File: config.mk
export PLATFORM = sky130hd
export DESIGN_NAME = ram_access_ctrl
export DESIGN_NICKNAME = d
export VERILOG_FILES = /design/src/rtl/ram_access_ctrl_pkg.sv /design/src/rtl/ram_access_ctrl_timer.sv /design/src/rtl/ram_access_ctrl.sv
export SDC_FILE = /design/constraint.sdc
export NUM_CORES = 1
export LEC_CHECK = 0
export ABC_AREA = 1
export CAP_MARGIN = 20
export CORE_UTILIZATION = 39
export CTS_CLUSTER_SIZE = 40
export DETAILED_ROUTE_END_ITERATION = 7
export HOLD_SLACK_MARGIN = 0.03
export PLACE_DENSITY = 0.76
export SYNTH_ARGS = -nofsm -noshare
export SYNTH_HDL_FRONTEND = slang
export SYNTH_SLANG_ARGS = --single-unit
File: constraint.sdc
create_clock -name i_clk -period 3.7 [get_ports i_clk]
set_clock_uncertainty 0.05 [all_clocks]
set_input_delay 0.37 -clock i_clk [delete_from_list [all_inputs] [get_ports i_clk]]
set_output_delay 0.37 -clock i_clk [all_outputs]
set_load 0.05 [all_outputs]
File: src/rtl/ram_access_ctrl_pkg.sv
// Shared types and defaults for the RAM access controller: FSM state
// encoding, strobe selection and the timer width helper.
package ram_access_pkg;

    localparam int RAM_ADDR_W = 8;
    localparam int RAM_DATA_W = 16;

    // VSTROBE/VHOLD are only reached when the write-verify option is built in.
    typedef enum logic [2:0] {
        IDLE    = 3'd0,
        SETUP   = 3'd1,
        STROBE  = 3'd2,
        HOLD    = 3'd3,
        DONE    = 3'd4,
        VSTROBE = 3'd5,
        VHOLD   = 3'd6
    } state_t;

    // Which RAM strobe is asserted in the coming cycle.
    typedef enum logic [1:0] {
        STB_NONE = 2'd0,
        STB_WE   = 2'd1,
        STB_RE   = 2'd2
    } strobe_sel_t;

    // Down-counter width able to hold the longer of the two phase lengths.
    function automatic int timer_width(input int a, input int b);
        return $clog2((a > b) ? a : b) + 1;
    endfunction

endpackage

File: src/rtl/ram_access_ctrl_timer.sv
// access_timer: loadable down-counter with terminal-count flag. Loaded
// with (phase length - 1) on entry to a phase, so o_tc is high in the
// last cycle of that phase.
module access_timer #(
    parameter int W = 2
) (
    input  logic         i_clk,
    input  logic         i_rst,
    input  logic         i_load,
    input  logic [W-1:0] i_load_val,
    output logic         o_tc
);

    logic [W-1:0] r_cnt;

    // Count down to zero and park there until the next load.
    always_ff @(posedge i_clk or posedge i_rst) begin
        if (i_rst) begin
            r_cnt <= '0;
        end else if (i_load) begin
            r_cnt <= i_load_val;
        end else if (r_cnt != '0) begin
            r_cnt <= r_cnt - 1'b1;
        end
    end

    assign o_tc = (r_cnt == '0);

endmodule

File: src/rtl/ram_access_ctrl.sv
// ram_access_ctrl: valid/ready front end for a strobe-latched 256x16 RAM.
// Every mem_* and resp_* output is a flop loaded from the next-state
// decode, so strobe edges are glitch-free and address/data/cs are stable
// SETUP_CYC cycles before a strobe rises and one HOLD cycle after it falls.
// Optional build macro: RAM_ACCESS_CTRL_WR_VERIFY_EN adds a read-back of
// every write and flags a data mismatch on o_resp_err.
module ram_access_ctrl
    import ram_access_pkg::*;
#(
    parameter int ADDR_W     = RAM_ADDR_W,
    parameter int DATA_W     = RAM_DATA_W,
    parameter int SETUP_CYC  = 1,
    parameter int STROBE_CYC = 2
) (
    input  logic              i_clk,
    input  logic              i_rst,
    input  logic              i_req_valid,
    output logic              o_req_ready,
    input  logic              i_req_wr,
    input  logic [ADDR_W-1:0] i_req_addr,
    input  logic [DATA_W-1:0] i_req_wdata,
    output logic              o_resp_valid,
    output logic [DATA_W-1:0] o_resp_rdata,
    output logic              o_resp_err,
    output logic              o_mem_cs,
    output logic              o_mem_we,
    output logic              o_mem_re,
    output logic [ADDR_W-1:0] o_mem_addr,
    output logic [DATA_W-1:0] o_mem_data,
    input  logic [DATA_W-1:0] i_mem_q
);

    localparam int                 CNT_W     = timer_width(SETUP_CYC, STROBE_CYC);
    localparam logic [CNT_W-1:0]   SETUP_LD  = CNT_W'(SETUP_CYC - 1);
    localparam logic [CNT_W-1:0]   STROBE_LD = CNT_W'(STROBE_CYC - 1);

    state_t             r_state;
    state_t             w_next;
    strobe_sel_t        w_stb;
    logic               w_cs_next;
    logic               w_accept;
    logic               w_load;
    logic [CNT_W-1:0]   w_load_val;
    logic               w_tc;

    logic               r_wr;
    logic               r_mem_cs;
    logic               r_mem_we;
    logic               r_mem_re;
    logic [ADDR_W-1:0]  r_mem_addr;
    logic [DATA_W-1:0]  r_mem_data;
    logic [DATA_W-1:0]  r_resp_rdata;
    logic               r_resp_valid;

    assign w_accept    = (r_state == IDLE) && i_req_valid;
    assign o_req_ready = (r_state == IDLE);

    // Phase timer, reloaded on every state change.
    access_timer #(
        .W (CNT_W)
    ) u_timer (
        .i_clk      (i_clk),
        .i_rst      (i_rst),
        .i_load     (w_load),
        .i_load_val (w_load_val),
        .o_tc       (w_tc)
    );

    // State register.
    always_ff @(posedge i_clk or posedge i_rst) begin
        if (i_rst) begin
            r_state <= IDLE;
        end else begin
            r_state <= w_next;
        end
    end

    // Next-state, timer load and next-cycle strobe/cs decode.
    always_comb begin
        w_next     = r_state;
        w_stb      = STB_NONE;
        w_cs_next  = 1'b0;
        w_load     = 1'b0;
        w_load_val = '0;

        case (r_state)
            IDLE:    if (i_req_valid) w_next = SETUP;
            SETUP:   if (w_tc) w_next = STROBE;
            STROBE:  if (w_tc) w_next = HOLD;
`ifdef RAM_ACCESS_CTRL_WR_VERIFY_EN
            HOLD:    w_next = r_wr ? VSTROBE : DONE;
            VSTROBE: if (w_tc) w_next = VHOLD;
            VHOLD:   w_next = DONE;
`else
            HOLD:    w_next = DONE;
`endif
            DONE:    w_next = IDLE;
            default: w_next = IDLE;
        endcase

        w_load = (w_next != r_state);
        case (w_next)
            SETUP:           w_load_val = SETUP_LD;
            STROBE, VSTROBE: w_load_val = STROBE_LD;
            default:         w_load_val = '0;
        endcase

        // r_wr is already latched whenever STROBE is entered (from SETUP).
        case (w_next)
            STROBE:  w_stb = r_wr ? STB_WE : STB_RE;
            VSTROBE: w_stb = STB_RE;
            default: w_stb = STB_NONE;
        endcase

        w_cs_next = (w_next == SETUP) || (w_next == STROBE) || (w_next == HOLD) ||
                    (w_next == VSTROBE) || (w_next == VHOLD);
    end

    // RAM-side flops: strobes and cs follow the next state; address and data
    // are loaded only on acceptance so they never move during an access.
    always_ff @(posedge i_clk or posedge i_rst) begin
        if (i_rst) begin
            r_wr       <= 1'b0;
            r_mem_cs   <= 1'b0;
            r_mem_we   <= 1'b0;
            r_mem_re   <= 1'b0;
            r_mem_addr <= '0;
            r_mem_data <= '0;
        end else begin
            r_mem_cs <= w_cs_next;
            r_mem_we <= (w_stb == STB_WE);
            r_mem_re <= (w_stb == STB_RE);
            if (w_accept) begin
                r_wr       <= i_req_wr;
                r_mem_addr <= i_req_addr;
                r_mem_data <= i_req_wdata;
            end
        end
    end

    // Response flops: read data is taken at the end of HOLD, and the
    // completion pulse is registered out of DONE.
    always_ff @(posedge i_clk or posedge i_rst) begin
        if (i_rst) begin
            r_resp_rdata <= '0;
            r_resp_valid <= 1'b0;
        end else begin
            r_resp_valid <= (r_state == DONE);
            if ((r_state == HOLD) && !r_wr) begin
                r_resp_rdata <= i_mem_q;
            end
        end
    end

`ifdef RAM_ACCESS_CTRL_WR_VERIFY_EN
    logic r_vfail;
    logic r_resp_err;

    // Verify read-back: compare in VHOLD, report alongside the completion pulse.
    always_ff @(posedge i_clk or posedge i_rst) begin
        if (i_rst) begin
            r_vfail    <= 1'b0;
            r_resp_err <= 1'b0;
        end else begin
            if (w_accept) begin
                r_vfail <= 1'b0;
            end else if (r_state == VHOLD) begin
                r_vfail <= (i_mem_q != r_mem_data);
            end
            r_resp_err <= (r_state == DONE) && r_vfail;
        end
    end

    assign o_resp_err = r_resp_err;
`else
    assign o_resp_err = 1'b0;
`endif

    assign o_mem_cs     = r_mem_cs;
    assign o_mem_we     = r_mem_we;
    assign o_mem_re     = r_mem_re;
    assign o_mem_addr   = r_mem_addr;
    assign o_mem_data   = r_mem_data;
    assign o_resp_rdata = r_resp_rdata;
    assign o_resp_valid = r_resp_valid;

endmodule

==> results of run 1 <==
-- Yosys cell counts (all sizes together) --
cell type,n,share of area [%]
dfrtp,50,63
nand2,65,13
conb,1,0.19
inv,31,5.8
clkbuf,5,0.94
clkinv,1,0.19
nor3b,1,0.38
o21ai,24,6.0
a21oi,3,0.75
xnor2,1,0.44
ha,1,0.63
buf,4,1.8
nor2,8,1.5
nor3,2,1.1
nand3,21,5.3
-- state kept, by name (all words and copies together), names as in the netlist --
name and count:
o_resp_valid 1, r_state 3, r_wr 1, o_mem_re 1, o_mem_addr 8, o_mem_we 1, o_mem_cs 1, o_mem_data 16
u_timer.r_cnt 2, o_resp_rdata 16
-- per-layer routing --
metal,wire length [um],track usage [%]
met5,0,0
met4,23,5.77
met3,264,6.45
met2,2060,29.2
met1,1840,20.6
-- area by class of cell --
type                    count  area (um^2)  share of cell area [%]
clock buffers               5         68.8                    2.26
clock inverters             3         40.0                    1.31
inverters                  32          120                    3.94
multi-input cells         127          576                    18.9
flip-flops and latches     50         1250                    41.1
well taps                  67         83.8                    2.75
repair buffers             90          908                    29.8
-- power by group --
part           switching (mW)  internal (mW)  total (mW)
logic                    1.26          0.585        1.84
clock network           0.168          0.199       0.367
registers               0.143          0.803       0.947
total                    1.57           1.59        3.16
-- stage by stage --
step | setup WS [ns] | instance area (um^2)
2_1_floorplan | 1.76 | 2000
3_3_place_gp | 1.49 | 2920
3_5_place_dp | 1.43 | 2920
4_1_cts | 1.44 | 3030
5_1_grt | 1.35 | 3050
6_report | 1.47 | 3050
-- path summary, 6_finish.rpt --
kind                       cells past startpoint        endpoint  slack (ns)
hold / removal                                 2  o_mem_data[12]        0.34
min in group i_clk                             1        o_mem_re        0.41
setup reg to reg                               5            r_wr        1.55
max in group asynchronous                      3   o_mem_addr[6]        2.74
hold reg to reg                                1        o_mem_re        0.41
setup / recovery                               2     o_req_ready        1.47
-- cells by family after synthesis --
family          after synthesis  share of synthesized area (%)
fa+ha+maj                     1                          0.625
other cells                   1                          0.187
compound gates               27                           6.75
simple gates                 97                           20.8
flops                        50                           62.5
buf+inv                      41                           8.69
xor+xnor                      1                          0.438
-- worst register-to-register path, stage by stage, from the launching register on --
cell,delay [ns]
dfrtp_1,0.45
nor2_1,0.25
nand3_1,0.62
buf_4,0.47
nor2_1,0.13
a21oi_1,0.06
==> flow_metrics.env, run 1 <==
export IMPL_worstPathCellList="nor3_1 -> clkdlybuf4s50_1"
export IMPL_end_kind="output pin"
export IMPL_place_congestion=0.716
export IMPL_fin_nets=351
export IMPL_drtPass1Iterations=4
export IMPL_grt_pass1_vias=1526
export IMPL_status="complete, no violations"
export IMPL_io_pins=90
export IMPL_min_period_ns=2.23
export IMPL_cap_violations=0
export IMPL_grt_pass1_wl_mm=6.96
export IMPL_path_delay_family="buffers and inverters"
export IMPL_crit_arrival_ns=1.81
export IMPL_grt_max_degree=51
export IMPL_ys_seq_area_share_pct=62.5
export IMPL_htreeDepth=2
export IMPL_utilization_pct=63.3
export IMPL_cts_buffer_depth=2
export IMPL_setup_viol_count_final=0
export IMPL_finalHoldViolations=0
export IMPL_die_area_um2=5420
export IMPL_drive_above_1_share_pct=4.56
export IMPL_cp_slowest_cell="clkdlybuf4s50_1"
export IMPL_synth_fp_nets=263
export IMPL_ys_types=20
export IMPL_die_y_um=73.6
export IMPL_antenna_left=0
export IMPL_post_route_drc_count=0
export IMPL_r2r_start="r_state[2]"
export IMPL_synthToLayoutAreaGrowth_pct=52.3
export IMPL_drtIter0Drc=78
export IMPL_cp_required_ns=3.28
export IMPL_finalHoldWorstSlack_ns=0.342
export IMPL_crit_start="r_state[1]"
export IMPL_fin_total_pwr_mw=3.16
export IMPL_post_cts_setup_buffers=0
export IMPL_vias_per_cell=4.44
export IMPL_tightest_slew_ns=0.807
export IMPL_peakVddDrop_v=0.000532
export IMPL_fmax_mhz=447
export IMPL_syn_area_um2=2000
export IMPL_cts_tree="done"
export IMPL_layout_common_cells="88 x clkdlybuf4s50_1, 64 x nand2_1, 50 x dfrtp_1, 29 x inv_1, 24 x o21ai_0"
export IMPL_antenna_found_initial=0
export IMPL_worstSkewPairLatency_ns=0.30
export IMPL_cellLeakagePower_nw=1.50
export IMPL_ys_warn_count=0
export IMPL_slew_headroom_pct=46.1
export IMPL_dp_cells=365
export IMPL_hold_buffers=0
export IMPL_root_buffer="clkbuf_8"
export IMPL_netlist_instances=218
export IMPL_finalMaxSlewViolations=0
export IMPL_crit_buf_inv=1
export IMPL_route_vias_total=1662
export IMPL_numCtsBuffers=5
export IMPL_grt_usage_pct=17.4
export IMPL_fillers=434
export IMPL_crit_fanout=6
export IMPL_fin_setup_tns_ns=0
export IMPL_period_share_pct=60.4
export IMPL_cts_resized=0
export IMPL_coreArea_um2=4820
export IMPL_wl_mm=4.18
export IMPL_start_util_pct=41.5
export IMPL_die_w_um=73.6
export IMPL_layout_commonest_cell="clkdlybuf4s50_1"
export IMPL_insertedDiodeCount=0
export IMPL_io_buffers=88
export IMPL_syn_avg_cell_area_um2=9.18
export IMPL_clock_sinks=50
export IMPL_hold_class="in2async"
export IMPL_slowest_delay_ns=0.83
export IMPL_critical_path_class="reg2out"
export IMPL_ys_seq_elements=50
export IMPL_rows=25
export IMPL_wl_per_cell_um=11.2
export IMPL_rsz0062_at_grt="false"
export IMPL_globalRoute_totalOverflow=0
export IMPL_cp_start_kind="register"
export IMPL_power_density_nw_per_um2=1040
export IMPL_clkTransAtPathRegs_ns=0.09
export IMPL_instances_no_fill=374
export IMPL_hpwl_mm=2.94
Power figures use the tool's default switching activity.
==> run 2, diff against run 1 <==
- CORE_UTILIZATION: 39 -> 37
- PLACE_DENSITY: 0.76 -> 0.75
- clock period: 3.7 -> 1.9 ns (I/O delays scaled with it)
==> flow_metrics.env, run 2 (synthesized netlist as in run 1, its figures left out) <==
export IMPL_clkTransAtPathRegs_ns=0.09
export IMPL_swShare_pct=49.7
export IMPL_grt_pass1_vias=1511
export IMPL_cp_start_kind="register"
export IMPL_fin_nets=353
export IMPL_dp_cells=371
export IMPL_critical_path_class="reg2out"
export IMPL_path_delay_family="buffers and inverters"
export IMPL_die_area_um2=5710
export IMPL_period_share_pct=90.9
export IMPL_slowest_delay_ns=0.81
export IMPL_instances_no_fill=379
export IMPL_post_cts_setup_buffers=0
export IMPL_power_density_nw_per_um2=2020
export IMPL_cts_buffer_depth=2
export IMPL_worstPathCellList="clkdlybuf4s50_1"
export IMPL_pwr_share_clk_pct=12.0
export IMPL_wl_per_cell_um=11.4
export IMPL_tightest_slew_ns=0.537
export IMPL_end_kind="output pin"
export IMPL_drtIter0Drc=86
export IMPL_synthToLayoutAreaGrowth_pct=54.0
export IMPL_htreeDepth=2
export IMPL_switchingPower_mw=3.09
export IMPL_gr_usage_met1_pct=21.3
export IMPL_hold_class="in2async"
export IMPL_post_route_drc_count=0
export IMPL_antenna_left=0
export IMPL_vias_per_cell=4.33
export IMPL_crit_fanout=2
export IMPL_cp_slowest_cell="clkdlybuf4s50_1"
export IMPL_io_pins=90
export IMPL_hpwl_mm=3.22
export IMPL_seqPwrFrac_pct=29.8
export IMPL_r2r_slack_ns=0.39
export IMPL_finalHoldViolations=0
export IMPL_layout_common_cells="87 x clkdlybuf4s50_1, 64 x nand2_1, 50 x dfrtp_1, 29 x inv_1, 24 x o21ai_0"
export IMPL_peakVddDrop_v=0.000948
export IMPL_power_internal_mw=3.13
export IMPL_clock_sinks=50
export IMPL_use_met2_pct=26.3
export IMPL_fin_setup_tns_ns=0
export IMPL_insertedDiodeCount=0
export IMPL_worstSkewPairLatency_ns=0.30
export IMPL_power_frac_comb_pct=58.2
export IMPL_wl_mm=4.31
export IMPL_finalMaxSlewViolations=0
export IMPL_drtPass1Iterations=4
export IMPL_die_y_um=75.5
export IMPL_min_period_ns=1.73
export IMPL_route_vias_total=1640
export IMPL_fmax_mhz=579
export IMPL_grt_max_degree=53
export IMPL_rsz0062_at_grt="false"
export IMPL_cap_violations=0
export IMPL_worst_slack_ns=0.172
export IMPL_hold_buffers=0
export IMPL_coreArea_um2=5170
export IMPL_grt_usage_pct=16.2
export IMPL_grt_pass1_wl_mm=6.86
export IMPL_fin_area_um2=3080
export IMPL_utilization_pct=59.6
export IMPL_setup_viol_count_final=0
export IMPL_slew_headroom_pct=64.1
export IMPL_globalRoute_totalOverflow=0
export IMPL_rows=26
export IMPL_cts_resized=0
export IMPL_place_ws_ns=0.359
export IMPL_io_buffers=88
export IMPL_place_congestion=0.737
export IMPL_fillers=446
export IMPL_drive_above_1_share_pct=5.50
export IMPL_numCtsBuffers=5
export IMPL_status="complete, no violations"
export IMPL_root_buffer="clkbuf_8"
export IMPL_placed_cell_area_um2=2970
export IMPL_top_usage_layer="met2"
export IMPL_finalHoldWorstSlack_ns=0.184
export IMPL_crit_buf_inv=1
export IMPL_antenna_found_initial=0
export IMPL_met3_usage_pct=4.76
export IMPL_die_w_um=75.5
export IMPL_fin_total_pwr_mw=6.23
export IMPL_layout_commonest_cell="clkdlybuf4s50_1"
export IMPL_crit_arrival_ns=1.49
export IMPL_cts_tree="done"
export IMPL_start_util_pct=38.7
export IMPL_cellLeakagePower_nw=1.52
export IMPL_cp_required_ns=1.66
-- run 2: cell count changes in the layout (fill, tap and decap cells not counted), sizes merged --
| cell | before | now |
|---|---|---|
| buf | 2 | 5 |
| clkdlybuf4s50 | 88 | 87 |
| clkinv | 3 | 2 |
| inv | 31 | 32 |
-- run 2: path summary, 6_finish.rpt --
| check | cells past startpoint | from | to |
|---|---|---|---|
| min in group i_clk | 3 | i_req_wdata[7] | o_mem_data[7] |
| max | 1 | o_mem_addr[4] | o_mem_addr[4] |
| min | 2 | i_rst | o_mem_data[7] |
| max in group asynchronous | 3 | i_rst | o_mem_data[1] |
| max reg2reg | 7 | r_state[2] | o_mem_re |
| min reg2reg | 1 | r_wr | o_mem_re |
-- run 2: area by class of cell --
| cell class | count | area, um^2 | share of cell area [%] |
|---|---|---|---|
| Clock buffer | 5 | 68.8 | 2.23 |
| Clock inverter | 3 | 43.8 | 1.42 |
| Inverter | 32 | 120 | 3.90 |
| Multi-Input combinational cell | 127 | 576 | 18.7 |
| Sequential cell | 50 | 1250 | 40.6 |
| Tap cell | 70 | 87.6 | 2.84 |
| Timing Repair Buffer | 92 | 933 | 30.3 |
-- run 2: power by group through the flow --
stage | combinational (mW) | sequential [mW] | clock [mW]
after floorplan | 0.869 | 3.39 | 0
after CTS | 3.66 | 1.86 | 0.778
after detailed placement | 3.66 | 1.86 | 0
final | 3.62 | 1.85 | 0.748
after global placement | 3.60 | 1.86 | 0
after global routing | 3.88 | 1.92 | 0.820
-- run 2: metal layers --
| layer | vias up | wire length [um] |
|---|---|---|
| li1 | 848 | - |
| met1 | 738 | 1890 |
| met2 | 48 | 2130 |
| met3 | 6 | 257 |
| met4 | 0 | 40 |
| met5 | - | 0 |
